## config.mk

```make
export PLATFORM = sky130hd
export DESIGN_NAME = alu_unit
export DESIGN_NICKNAME = d
export VERILOG_FILES = /design/src/rtl/alu_unit.sv
export SDC_FILE = /design/constraint.sdc
export NUM_CORES = 1
export LEC_CHECK = 0
export BUFFER_PORTS_ARGS = -buffer_cell sky130_fd_sc_hd__buf_2
export CORE_MARGIN = 5
export CORE_UTILIZATION = 30
export DETAILED_ROUTE_END_ITERATION = 10
export SETUP_SLACK_MARGIN = 0.15
export SLEW_MARGIN = 15
export SYNTH_ARGS = -nofsm -noshare
export SYNTH_HDL_FRONTEND = slang
export SYNTH_SLANG_ARGS = --single-unit
```

## constraint.sdc

```tcl
create_clock -name clk_in -period 4.05 [get_ports clk_in]
set_input_delay 0.2025 -clock clk_in [delete_from_list [all_inputs] [get_ports clk_in]]
set_output_delay 0.2025 -clock clk_in [all_outputs]
set_load 0.03 [all_outputs]
```

## src/rtl/alu_unit.sv

```systemverilog
// alu_unit: integer/branch execution unit behind a reservation-station issue port.
//
// Computes one operation per cycle combinationally and pushes the result into a
// small in-order FIFO. The FIFO head is presented to the ALU CDB slot and popped
// when the arbiter grants it.
//
// Ports:
//   clk_in, rst_in          clock, synchronous active-high reset
//   rdy_in                  global enable; low freezes all state
//   op_enum_from_rs         operation code (0 = no issue), encoding in op_e below
//   V1_from_rs, V2_from_rs  source operands
//   imm_from_rs             immediate
//   inst_pos_from_rs        instruction PC
//   rob_id_from_rs          destination ROB tag
//   busy_to_rs              station must not issue next cycle
//   grant_from_cdb          arbiter accepts the current head this cycle
//   enable_to_cdb           head valid
//   rob_id_to_cdb           head tag
//   result_to_cdb           head rd value
//   jump_to_cdb             head control transfer taken
//   target_to_cdb           head next PC (branch/jump ops, else 0)
//   rollback_flag_from_rob  flush: empties the FIFO next cycle
module alu_unit #(
    parameter int unsigned QUEUE_DEPTH = 4,
    parameter int unsigned ROB_W       = 4
) (
    input  logic             clk_in,
    input  logic             rst_in,
    input  logic             rdy_in,
    input  logic [4:0]       op_enum_from_rs,
    input  logic [31:0]      V1_from_rs,
    input  logic [31:0]      V2_from_rs,
    input  logic [31:0]      imm_from_rs,
    input  logic [31:0]      inst_pos_from_rs,
    input  logic [ROB_W-1:0] rob_id_from_rs,
    output logic             busy_to_rs,
    input  logic             grant_from_cdb,
    output logic             enable_to_cdb,
    output logic [ROB_W-1:0] rob_id_to_cdb,
    output logic [31:0]      result_to_cdb,
    output logic             jump_to_cdb,
    output logic [31:0]      target_to_cdb,
    input  logic             rollback_flag_from_rob
);

    localparam int unsigned PtrW = $clog2(QUEUE_DEPTH);
    localparam int unsigned CntW = PtrW + 1;

    typedef enum logic [4:0] {
        OpReset = 5'd0,
        OpAdd   = 5'd1,  OpAddi  = 5'd2,  OpSub   = 5'd3,
        OpAnd   = 5'd4,  OpAndi  = 5'd5,  OpOr    = 5'd6,  OpOri   = 5'd7,
        OpXor   = 5'd8,  OpXori  = 5'd9,
        OpSll   = 5'd10, OpSlli  = 5'd11, OpSrl   = 5'd12, OpSrli  = 5'd13,
        OpSra   = 5'd14, OpSrai  = 5'd15,
        OpSlt   = 5'd16, OpSlti  = 5'd17, OpSltu  = 5'd18, OpSltiu = 5'd19,
        OpLui   = 5'd20, OpAuipc = 5'd21, OpJal   = 5'd22, OpJalr  = 5'd23,
        OpBeq   = 5'd24, OpBne   = 5'd25, OpBlt   = 5'd26, OpBge   = 5'd27,
        OpBltu  = 5'd28, OpBgeu  = 5'd29
    } op_e;

    typedef struct packed {
        logic [ROB_W-1:0] rob_id;
        logic [31:0]      result;
        logic             jump;
        logic [31:0]      target;
    } entry_t;

    op_e         op;
    logic [31:0] v1, v2, imm, pc;
    logic [31:0] pc_plus4, pc_plus_imm;
    logic [31:0] alu_res, alu_tgt;
    logic        alu_jmp;
    logic        br_cond;

    assign op          = op_e'(op_enum_from_rs);
    assign v1          = V1_from_rs;
    assign v2          = V2_from_rs;
    assign imm         = imm_from_rs;
    assign pc          = inst_pos_from_rs;
    assign pc_plus4    = pc + 32'd4;
    assign pc_plus_imm = pc + imm;

    always_comb begin
        br_cond = 1'b0;
        unique case (op)
            OpBeq:   br_cond = (v1 == v2);
            OpBne:   br_cond = (v1 != v2);
            OpBlt:   br_cond = ($signed(v1) < $signed(v2));
            OpBge:   br_cond = ($signed(v1) >= $signed(v2));
            OpBltu:  br_cond = (v1 < v2);
            OpBgeu:  br_cond = (v1 >= v2);
            default: br_cond = 1'b0;
        endcase
    end

    always_comb begin
        alu_res = 32'd0;
        alu_jmp = 1'b0;
        alu_tgt = 32'd0;
        case (op)
            OpAdd:   alu_res = v1 + v2;
            OpAddi:  alu_res = v1 + imm;
            OpSub:   alu_res = v1 - v2;
            OpAnd:   alu_res = v1 & v2;
            OpAndi:  alu_res = v1 & imm;
            OpOr:    alu_res = v1 | v2;
            OpOri:   alu_res = v1 | imm;
            OpXor:   alu_res = v1 ^ v2;
            OpXori:  alu_res = v1 ^ imm;
            OpSll:   alu_res = v1 << v2[4:0];
            OpSlli:  alu_res = v1 << imm[4:0];
            OpSrl:   alu_res = v1 >> v2[4:0];
            OpSrli:  alu_res = v1 >> imm[4:0];
            OpSra:   alu_res = $unsigned($signed(v1) >>> v2[4:0]);
            OpSrai:  alu_res = $unsigned($signed(v1) >>> imm[4:0]);
            OpSlt:   alu_res = {31'd0, $signed(v1) < $signed(v2)};
            OpSlti:  alu_res = {31'd0, $signed(v1) < $signed(imm)};
            OpSltu:  alu_res = {31'd0, v1 < v2};
            OpSltiu: alu_res = {31'd0, v1 < imm};
            OpLui:   alu_res = imm;
            OpAuipc: alu_res = pc_plus_imm;
            OpJal: begin
                alu_res = pc_plus4;
                alu_jmp = 1'b1;
                alu_tgt = pc_plus_imm;
            end
            OpJalr: begin
                alu_res = pc_plus4;
                alu_jmp = 1'b1;
                alu_tgt = (v1 + imm) & ~32'd1;
            end
            OpBeq, OpBne, OpBlt, OpBge, OpBltu, OpBgeu: begin
                alu_jmp = br_cond;
                alu_tgt = br_cond ? pc_plus_imm : pc_plus4;
            end
            default: ;
        endcase
    end

    // Result FIFO
    entry_t          mem_q [QUEUE_DEPTH];
    logic [PtrW-1:0] wr_ptr_q, wr_ptr_d;
    logic [PtrW-1:0] rd_ptr_q, rd_ptr_d;
    logic [CntW-1:0] count_q, count_d;
    logic            issue_valid, full, nonempty, push, pop;
    entry_t          new_entry, head;

    assign issue_valid = (op != OpReset);
    assign full        = (count_q == CntW'(QUEUE_DEPTH));
    assign nonempty    = (count_q != '0);
    // An issue while full is a protocol violation and is simply dropped.
    assign push        = rdy_in && !rollback_flag_from_rob && issue_valid && !full;
    assign pop         = rdy_in && !rollback_flag_from_rob && nonempty && grant_from_cdb;

    assign new_entry.rob_id = rob_id_from_rs;
    assign new_entry.result = alu_res;
    assign new_entry.jump   = alu_jmp;
    assign new_entry.target = alu_tgt;

    always_comb begin
        wr_ptr_d = wr_ptr_q;
        rd_ptr_d = rd_ptr_q;
        count_d  = count_q;
        if (rollback_flag_from_rob) begin
            wr_ptr_d = '0;
            rd_ptr_d = '0;
            count_d  = '0;
        end else begin
            if (push) wr_ptr_d = wr_ptr_q + PtrW'(1);
            if (pop)  rd_ptr_d = rd_ptr_q + PtrW'(1);
            if (push && !pop)      count_d = count_q + CntW'(1);
            else if (pop && !push) count_d = count_q - CntW'(1);
        end
    end

    always_ff @(posedge clk_in) begin
        if (rst_in) begin
            wr_ptr_q <= '0;
            rd_ptr_q <= '0;
            count_q  <= '0;
        end else begin
            wr_ptr_q <= wr_ptr_d;
            rd_ptr_q <= rd_ptr_d;
            count_q  <= count_d;
        end
    end

    // Storage needs no reset: entries are only observed below count_q.
    always_ff @(posedge clk_in) begin
        if (!rst_in && push) begin
            mem_q[wr_ptr_q] <= new_entry;
        end
    end

    assign head          = mem_q[rd_ptr_q];
    assign enable_to_cdb = nonempty;
    // Gate data with valid so an empty queue (reset/rollback) shows all zeros.
    assign rob_id_to_cdb = nonempty ? head.rob_id : '0;
    assign result_to_cdb = nonempty ? head.result : 32'd0;
    assign jump_to_cdb   = nonempty ? head.jump   : 1'b0;
    assign target_to_cdb = nonempty ? head.target : 32'd0;

    // Leaves room for the issue already in flight when busy is first seen.
    assign busy_to_rs = (count_q >= CntW'(QUEUE_DEPTH - 1));

endmodule

```

# Word level (Yosys, flattened, before mapping)
# Memories as Yosys holds them, arrays and structs flattened. A register that Yosys moved wholly into a read port is not among the register bits.
# Index checks and enable logic that the tools add are counted.
# totals
elab_cells,98
regBits,7
input_bits,142
rom_bits,0
mem_count,1
latch_bits,0
out_inout_bits,71
ram_bits,276
# op_classes
bitwise_logic,6
eq_ne,32
n_div,0
n_addsub,9
shift,6
multipliers,0
magnitude_cmp,7
n_reduce_logical,19
mux,15
# memory_table
memory,words,word_bits,read_ports,rd_ports_with_merged_regs,wr,line,source
mem_q,4,69,1,1,1,142,entry_t mem_q [QUEUE_DEPTH];
# ops
op,count
$pmux W32 S22,1
$lt A32 B32 Y1,4
$add A32 B32 Y32,3
$mux W32,3
$pmux W32 S3,1
$eq A5 B5 Y1 const B,14
$and A32 B32 Y32,2
$ge A32 B32 Y1,2
$or A32 B32 Y32,2
$shl A32 B5 Y32,2
$shr A32 B5 Y32,2
$sshr A32 B5 Y32,2
$xor A32 B32 Y32,2
$eq A5 B4 Y1 const B,8
$add A32 B3 Y32 const B,1
$eq A32 B32 Y1,1
$ne A32 B32 Y1,1
$sub A32 B32 Y32,1
$eq A5 B3 Y1 const B,4
$eq A5 B2 Y1 const B,2
$logic_and A1 B1 Y1,8
$mux W3,2
$pmux W1 S6,1
$reduce_or A6 Y1,1
15 further kinds,24

# Logic depth before layout (Yosys ltp)
# logic_depth
ltp_word,8
ltp_mapped,17
ltp_nobuf,14

# Worst setup path after synthesis
# OpenSTA, ideal clock, no wires.
# synth_timing
path_type,input port to flip-flop
startpoint,input op_enum_from_rs[0]
endpoint,memory mem_q[0][0] in the netlist's numbering (enable)
path_slack_ns,0.091
required_time_ns,3.615
path_buffers,3
path_stages,7
setup_time_ns,0.435
arrival_ns,3.524
cell_sequence,buf_2 clkbuf_1 clkbuf_1 nor3_1 a221oi_1 nor2b_1 and2_1
# synth_between
elab_chain_cells,6
# synth_rtl
item,line,source
from (decl),30,"input logic [4:0] op_enum_from_rs,"
$reduce_bool A5 Y1,149,assign issue_valid = (op != OpReset);
$logic_and A1 B1 Y1 (2 in series),153,assign push = rdy_in && !rollback_flag_from_rob && issue_valid && !full;
net push,146,"logic issue_valid, full, nonempty, push, pop;"
$logic_and A1 B1 Y1,191,if (!rst_in && push) begin
$mux W1,191,
$mux W1 (implied by the code),192,mem_q[wr_ptr_q] <= new_entry;
to (decl),142,
# The timed path passes the listed nets, and every way through them passes these cells.

# Worst setup path after layout
# layout_timing
startpoint,input V1_from_rs[0]
endpoint,memory mem_q[0][51] in the netlist's numbering (data pin)
# layout_between
elab_chain_cells,2
word_cells_on_any_way,10
classes_between,3 x add/sub; 6 x shift; 1 x mux
# layout_rtl
item,line,source
from (decl),31,"input logic [31:0] V1_from_rs,"
$sub A32 B32 Y32 (tied with other cells),104,OpSub: alu_res = v1 - v2;
$pmux W32 S22 *,101,case (op)
net alu_res[18],72,"logic [31:0] alu_res, alu_tgt;"
# Mark *: on every way through the listed nets, which the timed path passes. The rest lies on a longest branch.

==> results.cfg <==
[detailed_routing]
totalWireLength_mm = 147
post_drt_wl_per_cell_um = 30.5
route.vias.total = 29479
detail_route.first_pass.iterations = 8
post-route-drc-count = 0
drtAntennaViolNets = 0
routed_via_density = 6.12
detail_route.iter0.violations = 4664

[placed_design]
detailedPlacementHpwl_mm = 118
place.detailed.instances = 4759
detailedPlace.worstSlack_ps = -497
place_congestion = 1.17
portBuffers = 212

[clocking]
cts.path.max_buffers = 3
root_buf_cell = sky130_fd_sc_hd__clkbuf_16
cts.sinks = 285
ctsHtreeMaxLevel = 1
tritoncts = yes
clk_transition_reported_paths_ps = 60
worst_skew_pair_later_pin_latency_ps = 540
tritoncts.num_buffers = 27

[worst_setup_path]
setup.worst_path.class = in -> reg
setup.worst_path.start_class = primary input
end_kind = register
critical-path-top-cell-by-count = sky130_fd_sc_hd__buf_4
crit_slowest_cell = sky130_fd_sc_hd__a211oi_1
path_cells = buf_2, buf_4, ha_1, fa_1, nor2b_1, o211ai_1, a32oi_1, a211oi_1, o311a_1, o31ai_1, buf_4, a221o_1, o21ai_0, buf_4, o2111ai_1
timing.critical_path.arrival_ps = 3970
crit_fanout = 8
cp.required_ps = 4250
critical-path-max-stage-delay_ps = 570

[sta]
worst_clock_skew_ps = 16.1
rsz0062_at_grt = no
timing_worst_slew_pin_value_ps = 1050
slew_headroom_pct = 29.3
final_critical_path_setup_slack_ps = 271
hold_viol_final = 0
post-route-min-period_ps = 3780
clock.fmax_mhz = 265
setup_viol = 0
layout_worst_path_cycle_share_pct = 93.3
final_max_slew_viol_count = 0
hold-worst-slack_ps = 46.6

[layout]
seqCellArea_um2 = 8480
final-instance-count-excl-fill = 4817
areaGrowthSynthToFinish_pct = 21.3
final_nets = 3848
final_layout_size_suffix_gt1_share_pct = 23.3
multi_input_comb_area_um2 = 18300
n_fill_cell = 9664
postLayoutCoreUtil_pct = 36.6

[power]
ir_worst_vdd_uv = 339
power_per_cell_area_nw_per_um2 = 291
total_power_mw = 9.94
leakagePower_nw = 13.7

[grt]
grt_max_degree = 71
wire_length_of_the_first_global_routing_pass_mm = 203
grt_antenna_before_repair = 16
globalRoute.totalOverflow = 0
number_of_global_route_vias_before_repair = 27191
gr-usage-all-layers_pct = 28.0

[synthesis]
synthCells = 3120
synth_ff_type = sky130_fd_sc_hd__edfxtp_1
post_synth_instance_area_um2 = 28200
async_flop_share_pct = 0
synth-edff-count = 276
synthesis.nets = 3430
synth-seq-cells = 285
yosysUniqueCellTypes = 105
syn_area_per_cell_um2 = 9.03
sequential_to_total_area_share_from_yosys_stat_pct = 30.1
yosys_warnings = 0

[floorplanning]
core-area_um2 = 93300
floorplan.initialDensity_pct = 30.2
dieWidth_um = 316
ioPinCount = 213
rows = 112
die_area_um2 = 100000
die_height_um = 316

[min_path]
holdCritPathClass = in -> reg

[run_status]
run_status = finished clean

[run]
drv.max_cap_violation_count = 0
[Yosys cell counts (all sizes together), types with 50 or more instances]
| cell | n | share of area, % |
|---|---|---|
| buf | 69 | 1.3 |
| a21oi | 270 | 4.9 |
| nand2 | 308 | 4.1 |
| and2 | 85 | 1.9 |
| nand3 | 67 | 1.2 |
| ha | 163 | 7.2 |
| o21ai | 159 | 2.9 |
| a211oi | 52 | 1.4 |
| clkbuf | 158 | 2.1 |
| inv | 140 | 1.9 |
| nor3 | 50 | 0.89 |
| nor2 | 228 | 3.1 |
| xnor2 | 76 | 2.4 |
| mux2i | 214 | 7.7 |
| edfxtp | 276 | 29 |
| mux4 | 90 | 7.2 |
[metrics by stage]
| step | area, µm² | TNS [ps] |
|---|---|---|
| 2_1_floorplan | 28200 | 0 |
| 3_3_place_gp | 33200 | -6480 |
| 3_5_place_dp | 33200 | -10260 |
| 4_1_cts | 34100 | 0 |
| 5_1_grt | 34200 | 0 |
| 6_report | 34200 | 0 |
[repair_timing]
action,in CTS,in global routing
hold buffers,4,0
resized for setup,1,3
endpoints found under the setup margin,4,24
setup buffers,0,0
endpoints found under the hold margin,16,0
[path summary, 6_finish.rpt]
| kind | from | to | slack (ps) | depth (start not counted) |
|---|---|---|---|---|
| min | rollback_flag_from_rob | register | 50 | 3 |
| max | V1_from_rs[0] | mem_q[0][51]$_DFFE_PP_ | 270 | 15 |
| max reg2reg | count_q[0]$_SDFFE_PP0P_ | count_q[2]$_SDFFE_PP0P_ | 1570 | 9 |
| min reg2reg | count_q[2]$_SDFFE_PP0P_ | count_q[2]$_SDFFE_PP0P_ | 540 | 2 |
[critical path: cells and delay by family]
kind / cells / cell delay (ps)
AO/OA/AOI/OAI: 8 / 2260
buffers and inverters: 4 / 670
adder cells (fa/ha/maj): 2 / 670
AND/OR/NAND/NOR: 1 / 170
[report_power, final]
group          switching (mW)  internal [mW]  total (mW)
Clock                    1.10           1.43        2.53
Combinational            2.65           1.42        4.07
Sequential             0.0105           3.33        3.34
[layout make-up]
cell class                      count  area share [%]
Tap cell                         1254            4.59
Clock inverter                     15           0.513
Antenna cell                        5          0.0366
Inverter                          141            1.55
Clock buffer                       34            2.05
Timing Repair Buffer              616            12.8
Sequential cell                   285            24.8
Multi-Input combinational cell   2467            53.7
[cells by family (layout without fill, tap and decap cells)]
| family | count (synthesis) | after routing | share of synthesized area (%) |
|---|---|---|---|
| muxes | 329 | 329 | 15.9 |
| DFF | 285 | 285 | 30.1 |
| other | 0 | 5 | 0 |
| AOI/OAI and AO/OA | 933 | 933 | 22.1 |
| buffers and inverters | 368 | 806 | 5.25 |
| adders and majority gates | 168 | 168 | 7.60 |
| and+or+nand+nor | 923 | 923 | 15.6 |
| xor gates and xnor gates | 114 | 114 | 3.54 |
[state kept, by name (all words and copies together) (netlist names), named ones only]
name	cells
mem_q	276
count_q	3
wr_ptr_q	2
rd_ptr_q	2
[cells in the final DEF, fill, tap and decap left out, types with 18 or more instances in the layout]
master / n
sky130_fd_sc_hd__a211oi_1: 52
sky130_fd_sc_hd__a21o_1: 32
sky130_fd_sc_hd__a21oi_1: 266
sky130_fd_sc_hd__a221oi_1: 36
sky130_fd_sc_hd__a311oi_1: 19
sky130_fd_sc_hd__a31oi_1: 29
sky130_fd_sc_hd__and2_1: 81
sky130_fd_sc_hd__and3_1: 25
sky130_fd_sc_hd__buf_12: 21
sky130_fd_sc_hd__buf_2: 211
sky130_fd_sc_hd__buf_4: 380
sky130_fd_sc_hd__clkbuf_16: 27
sky130_fd_sc_hd__edfxtp_1: 276
sky130_fd_sc_hd__ha_1: 163
sky130_fd_sc_hd__inv_1: 140
sky130_fd_sc_hd__mux2_2: 23
sky130_fd_sc_hd__mux2i_1: 209
sky130_fd_sc_hd__mux4_2: 90
sky130_fd_sc_hd__nand2_1: 305
sky130_fd_sc_hd__nand2b_1: 40
sky130_fd_sc_hd__nand3_1: 67
sky130_fd_sc_hd__nand4_1: 34
sky130_fd_sc_hd__nor2_1: 224
sky130_fd_sc_hd__nor2b_1: 18
sky130_fd_sc_hd__nor3_1: 46
sky130_fd_sc_hd__nor4_1: 19
sky130_fd_sc_hd__o211ai_1: 38
sky130_fd_sc_hd__o21ai_0: 146
sky130_fd_sc_hd__o21bai_1: 28
sky130_fd_sc_hd__o221ai_1: 37
sky130_fd_sc_hd__o22ai_1: 48
sky130_fd_sc_hd__o31ai_1: 19
sky130_fd_sc_hd__xnor2_1: 76
sky130_fd_sc_hd__xor2_1: 38
[layer usage]
| metal | track usage, % | wire [µm] |
|---|---|---|
| met1 | 39.8 | 61200 |
| met2 | 40.5 | 59500 |
| met3 | 6.12 | 17200 |
| met4 | 12.8 | 8900 |
| met5 | 0 | 100 |
No activity file was read; power rests on OpenSTA's default activity.
